===== src/rtl/bcd_arith_seq.sv =====
// bcd_arith_seq: multi-cycle BCD add / subtract / multiply unit.
// Operands are DIGITS-digit BCD; the result is 2*DIGITS BCD digits plus a
// sign flag. Flow: capture -> BCD-to-binary -> arithmetic -> double-dabble.
module bcd_arith_seq #(
   parameter int DIGITS = 2
) (
   input  logic                  clk,
   input  logic                  reset,
   input  logic                  start,
   input  logic [1:0]            op,
   input  logic [4*DIGITS-1:0]   a_bcd,
   input  logic [4*DIGITS-1:0]   b_bcd,
   output logic                  busy,
   output logic                  done,
   output logic [8*DIGITS-1:0]   result_bcd,
   output logic                  neg,
   output logic                  err
);

   localparam int BW = 4 * DIGITS;
   localparam int RW = 8 * DIGITS;

   localparam logic [1:0] OP_ADD = 2'b00;
   localparam logic [1:0] OP_SUB = 2'b01;
   localparam logic [1:0] OP_MUL = 2'b10;

   typedef enum logic [2:0] {
      IDLE,
      CONV,
      CALC,
      B2B,
      DONE
   } state_t;

   state_t state, state_next;

   // captured request
   logic [BW-1:0] a_sh, b_sh;     // operand digits, shifted up one nibble per CONV cycle
   logic [1:0]    op_q;
   logic          bad_q;          // request rejected; CONV only forwards to DONE

   // binary datapath
   logic [BW-1:0] acc_a, acc_b;   // binary operands
   logic [RW-1:0] mcand;          // multiplicand, shifted left each mul step
   logic [BW-1:0] mplier;         // multiplier, shifted right each mul step
   logic [RW-1:0] bin;            // arithmetic result, then shifted out MSB-first
   logic [RW-1:0] bcd;            // double-dabble accumulator
   logic          sgn;            // pending sign of a subtract
   logic [5:0]    cnt;            // cycle counter within a phase

   logic [BW-1:0] conv_a, conv_b;
   logic [RW-1:0] bcd_adj, bcd_next;
   logic          in_ok;
   logic          conv_last, calc_last, b2b_last;

   function automatic logic digits_ok(input logic [BW-1:0] v);
      logic ok;
      ok = 1'b1;
      for (int unsigned i = 0; i < DIGITS; i++) begin
         if (v[4*i +: 4] > 4'd9) ok = 1'b0;
      end
      return ok;
   endfunction

   assign in_ok = digits_ok(a_bcd) && digits_ok(b_bcd) && (op != 2'b11);

   assign conv_a = acc_a * BW'(10) + BW'(a_sh[BW-1 -: 4]);
   assign conv_b = acc_b * BW'(10) + BW'(b_sh[BW-1 -: 4]);

   assign conv_last = (cnt == 6'(DIGITS - 1));
   assign calc_last = (op_q != OP_MUL) || (cnt == 6'(BW - 1));
   assign b2b_last  = (cnt == 6'(RW - 1));

   // double-dabble correction: every nibble >= 5 gets +3 before the shift
   always_comb begin
      bcd_adj = bcd;
      for (int unsigned i = 0; i < 2 * DIGITS; i++) begin
         if (bcd[4*i +: 4] >= 4'd5) bcd_adj[4*i +: 4] = bcd[4*i +: 4] + 4'd3;
      end
   end

   assign bcd_next = {bcd_adj[RW-2:0], bin[RW-1]};

   // state register
   always_ff @(posedge clk or posedge reset) begin
      if (reset) state <= IDLE;
      else       state <= state_next;
   end

   // next-state and handshake outputs
   always_comb begin
      state_next = state;
      busy       = 1'b0;
      done       = 1'b0;
      case (state)
         IDLE: begin
            if (start) state_next = CONV;
         end
         CONV: begin
            busy = !bad_q;
            if (bad_q)          state_next = DONE;
            else if (conv_last) state_next = CALC;
         end
         CALC: begin
            busy = 1'b1;
            if (calc_last) state_next = B2B;
         end
         B2B: begin
            busy = 1'b1;
            if (b2b_last) state_next = DONE;
         end
         DONE: begin
            done       = 1'b1;
            state_next = IDLE;
         end
         default: state_next = IDLE;
      endcase
   end

   // datapath and registered result outputs
   // A rejected request still passes through one CONV cycle (with busy low)
   // so that its done pulse lands one edge after acceptance.
   always_ff @(posedge clk or posedge reset) begin
      if (reset) begin
         a_sh       <= '0;
         b_sh       <= '0;
         op_q       <= '0;
         bad_q      <= 1'b0;
         acc_a      <= '0;
         acc_b      <= '0;
         mcand      <= '0;
         mplier     <= '0;
         bin        <= '0;
         bcd        <= '0;
         sgn        <= 1'b0;
         cnt        <= '0;
         result_bcd <= '0;
         neg        <= 1'b0;
         err        <= 1'b0;
      end else begin
         case (state)
            IDLE: begin
               if (start) begin
                  a_sh  <= a_bcd;
                  b_sh  <= b_bcd;
                  op_q  <= op;
                  bad_q <= !in_ok;
                  acc_a <= '0;
                  acc_b <= '0;
                  sgn   <= 1'b0;
                  cnt   <= '0;
                  if (in_ok) err <= 1'b0;
               end
            end
            CONV: begin
               if (bad_q) begin
                  err        <= 1'b1;
                  neg        <= 1'b0;
                  result_bcd <= '0;
               end else begin
                  acc_a <= conv_a;
                  acc_b <= conv_b;
                  a_sh  <= a_sh << 4;
                  b_sh  <= b_sh << 4;
                  if (conv_last) begin
                     cnt    <= '0;
                     bin    <= '0;
                     mcand  <= RW'(conv_a);
                     mplier <= conv_b;
                  end else begin
                     cnt <= cnt + 6'd1;
                  end
               end
            end
            CALC: begin
               case (op_q)
                  OP_ADD: bin <= RW'(acc_a) + RW'(acc_b);
                  OP_SUB: begin
                     if (acc_a >= acc_b) begin
                        bin <= RW'(acc_a - acc_b);
                        sgn <= 1'b0;
                     end else begin
                        bin <= RW'(acc_b - acc_a);
                        sgn <= 1'b1;
                     end
                  end
                  default: begin
                     bin    <= bin + (mplier[0] ? mcand : '0);
                     mcand  <= mcand << 1;
                     mplier <= mplier >> 1;
                  end
               endcase
               if (calc_last) begin
                  cnt <= '0;
                  bcd <= '0;
               end else begin
                  cnt <= cnt + 6'd1;
               end
            end
            B2B: begin
               bcd <= bcd_next;
               bin <= bin << 1;
               cnt <= cnt + 6'd1;
               if (b2b_last) begin
                  result_bcd <= bcd_next;
                  neg        <= sgn;
               end
            end
            default: ;
         endcase
      end
   end

endmodule


===== config.mk =====
export PLATFORM = sky130hd
export DESIGN_NAME = bcd_arith_seq
export DESIGN_NICKNAME = d
export VERILOG_FILES = /design/src/rtl/bcd_arith_seq.sv
export SDC_FILE = /design/constraint.sdc
export NUM_CORES = 1
export LEC_CHECK = 0
export ABC_AREA = 0
export CELL_PAD_IN_SITES_DETAIL_PLACEMENT = 0
export CELL_PAD_IN_SITES_GLOBAL_PLACEMENT = 2
export CORE_ASPECT_RATIO = 1.75
export CORE_MARGIN = 5
export CORE_UTILIZATION = 35
export DETAILED_ROUTE_END_ITERATION = 7
export GPL_TIMING_DRIVEN = 1
export MAX_ROUTING_LAYER = met4
export PLACE_DENSITY = 0.81
export SYNTH_ARGS = -nofsm -noshare
export SYNTH_HDL_FRONTEND = slang
export SYNTH_SLANG_ARGS = --single-unit

===== constraint.sdc =====
create_clock -name clk -period 4.2 [get_ports clk]
set_clock_uncertainty 0.05 [all_clocks]
set_input_delay 1.26 -clock clk [delete_from_list [all_inputs] [get_ports clk]]
set_output_delay 1.26 -clock clk [all_outputs]
set_load 0.05 [all_outputs]

==> summary.md <==
| Metric | Value |
|---|---|
| Crit path max fanout | 15 |
| Async SR Flop Fraction | 1.00 |
| CP required | 2.89 ns |
| Worst hold path type | reg2reg |
| Max-cap violations | 0 |
| Period utilization | 0.872 |
| Post-Syn Instances | 890 |
| Clock Power Share | 0.222 |
| DP Wirelength | 16900 um |
| Leak Pwr | 4.34 nW |
| Seq pwr share | 0.253 |
| Internal | 3.89 mW |
| CTS root buf | clkbuf_16 |
| Post-CTS Hold Buffers | 0 |
| Syn_area_per_cell | 8.96 um2 |
| Worst R2R Path Depth | 11 |
| GRT met3 Usage | 0.0253 |
| Ys Warns | 0 |
| Max VDD drop | 0.354 mV |
| Final core occ | 0.412 |
| Synthesized area | 0.00798 mm2 |
| Hold Crit Start | result_bcd[15] |
| Initial DRT Pass Iterations | 4 |
| First-pass GRT wire length | 35500 um |
| Comb pwr share | 0.526 |
| PortBufs | 40 |
| Initial antenna violation count | 0 |
| Multi-input gate area | 0.00464 mm2 |
| Filler cell count | 2298 |
| Num Clock Sinks | 119 |
| RSZ-0062 raised after global routing | no |
| FMAX | 273 MHz |
| Slew headroom | 0.324 |
| CP Capture Type | output pin |
| Min cycle time layout | 3.66 ns |
| Cts bufs inserted | 17 |
| CP Class | reg2out |
| Vias/cell | 5.28 |
| GRT busiest layer | met2 |
| GR met1 Demand/Resource | 0.178 |
| Number of enable flip-flop cells after synthesis | 0 |
| Largest net degree at the start of global routing | 47 |
| Final wirelength | 21900 um |
| WHS | 0.424 ns |
| Switching Share | 0.457 |
| Area growth syn-to-layout | 16.5% |
| Die Area | 0.0260 mm2 |
| Starting Density | 0.354 |
| Final Hold Viols | 0 |
| Prevailing post-synth register cell | dfrtp_1 |
| Antenna viol nets, final | 0 |
| FF-to-FF End | bin[14] |
| Nets | 1015 |
| Crit path DAT | 2.35 ns |
| Synthesized net count | 988 |
| CTS H-tree lvls | 4 |
| Die X | 124 um |
| Start of the worst register-to-register path | mplier[0] |
| Pwr dens | 771 mW/mm2 |
| Netlist cell types | 72 |
| Iter 0 DRT Violations | 250 |
| Setup bufs post-CTS | 0 |
| Final Setup Violations | 0 |
| Switch Pwr | 3.27 mW |
| Pre-CTS setup slack | 0.940 ns |
| Critical Path Start Type | flop |
| Routed wire length per instance | 17.8 um |
| # diodes | 0 |
| Max-slew violation count | 0 |
| Status | completed |
| Core box area | 0.0226 mm2 |
| Synth Register Bits | 119 |
| Max clock buf depth | 2 |
| Vias in the first global route | 6797 |
| Fin Setup TNS | 0 ns |
| DIE HEIGHT | 210 um |
| Vias | 6498 |
| Least-Margin Pin Slew | 1.01 ns |
| Row Count | 73 |
| DR DRC count | 0 |
| Reg2Reg Setup Slack | 1.22 ns |
| Post-CTS Resized | 0 |
| Hold EP | result_bcd[15] |
| Gr usage total | 0.182 |
| Met2 Use GR | 0.342 |
| Share of cells above drive strength 1 | 0.0720 |
| I/O pin cnt | 41 |
| Worst Hold Depth | 2 |
| Seq/Total Area, Yosys | 0.373 |
| Storage cell area | 0.00298 mm2 |
| Worst skew pair latency | 0.42 ns |
| Setup ws final | 0.536 ns |
| GPL Wtd Cong | 0.800 |
| Global route overflow | 0 |
| TritonCTS clock tree | built |
| Worst-path clk slew | 0.06 ns |
## power groups by stage
stage / logic, mW / registers, mW / clock network, mW
2_1_floorplan: 3.00 / 1.68 / 0
3_3_place_gp: 3.72 / 1.83 / 0
6_report: 3.76 / 1.81 / 1.59
3_5_place_dp: 3.75 / 1.83 / 0
5_1_grt: 4.15 / 1.86 / 1.66
4_1_cts: 3.77 / 1.81 / 1.62
## critical path, stage by stage, from the launching register on
cell and delay, ns:
dfrtp_1 0.52, nand2b_1 0.42, or3_1 0.56, o21ai_0 0.18
buf_4 0.25
## state kept, by name, indices dropped and copies added (netlist names), 3 cells and up
name,flops
state,3
acc_b,8
bcd,16
a_sh,8
bin,16
result_bcd,16
cnt,6
mplier,8
acc_a,8
b_sh,8
mcand,16
## cells by family (layout without fill, tap and decap cells)
logic type	Yosys count	after routing	synth area share
buffers and inverters	85	125	0.0453
DFF	119	119	0.373
AOI/OAI and AO/OA	263	263	0.212
muxes	22	22	0.0289
xor gates and xnor gates	43	43	0.0472
and+or+nand+nor	281	281	0.165
adders and majority gates	77	77	0.128
## final cells by class
class	count	area share
sequential	119	0.321
timing repair buffer	48	0.0520
clock buffer	18	0.0473
tap	300	0.0404
inverter	45	0.0186
multi-input combinational	686	0.500
clock inverter	14	0.0213
## stage by stage
step	std cells	total power, mW	area [um2]
global route	1230	7.67	9290
finish	1230	7.16	9290
CTS	1230	7.20	9290
floorplan	890	4.69	7980
detailed placement	1198	5.58	8650
global placement	1198	5.55	8650
## Yosys cell counts (7+ instances only)
cell type,number,area share
ha_1,69,0.11
nand2_1,123,0.058
nand2b_1,13,0.010
xor2_1,10,0.011
xnor2_1,33,0.036
a21oi_1,54,0.034
o21ai_0,83,0.052
nand3_1,16,0.010
clkbuf_1,24,0.011
a21o_1,27,0.025
or3_1,9,0.0071
inv_1,44,0.021
o31ai_1,8,0.0075
buf_2,10,0.0063
o21a_1,7,0.0066
o22ai_1,9,0.0071
nor3_1,13,0.0082
mux2_2,8,0.011
a31oi_1,12,0.0094
a22o_1,9,0.0099
mux2i_1,14,0.018
and2_1,15,0.012
nor2_1,51,0.024
fa_1,8,0.020
dfrtp_1,119,0.37
nor2b_1,8,0.0063
## per-layer routing
layer / routed length, um / part of all wire
met5: 0 / 0
met4: 865 / 0.040
met3: 478 / 0.022
met2: 12500 / 0.57
met1: 8070 / 0.37
## worst max-delay path by stage
stage	start	depth (start not counted)	end	slack, ns
2_1_floorplan	state[1]	3	done	1.01
3_3_place_gp	state[2]	4	busy	1.01
4_1_cts	state[2]	4	busy	0.50
3_5_place_dp	start	5	a_sh[1]	0.94
6_report	state[2]	4	busy	0.54
5_1_grt	state[2]	4	busy	0.42
## cells in the final DEF, fill, tap and decap left out, drive strengths merged, types with 9 or more instances in the layout
cell / count
a22o: 9
nand2: 124
xor2: 10
o21ai: 86
clkdlybuf4s50: 39
nand3: 16
xnor2: 33
nor2: 52
mux2i: 14
buf: 9
and2: 16
clkbuf: 18
nor3: 14
a21oi: 55
dfrtp: 119
a31oi: 12
inv: 45
nand2b: 13
ha: 69
a21o: 27
or3: 9
o22ai: 9
Power figures use the tool's default switching activity.
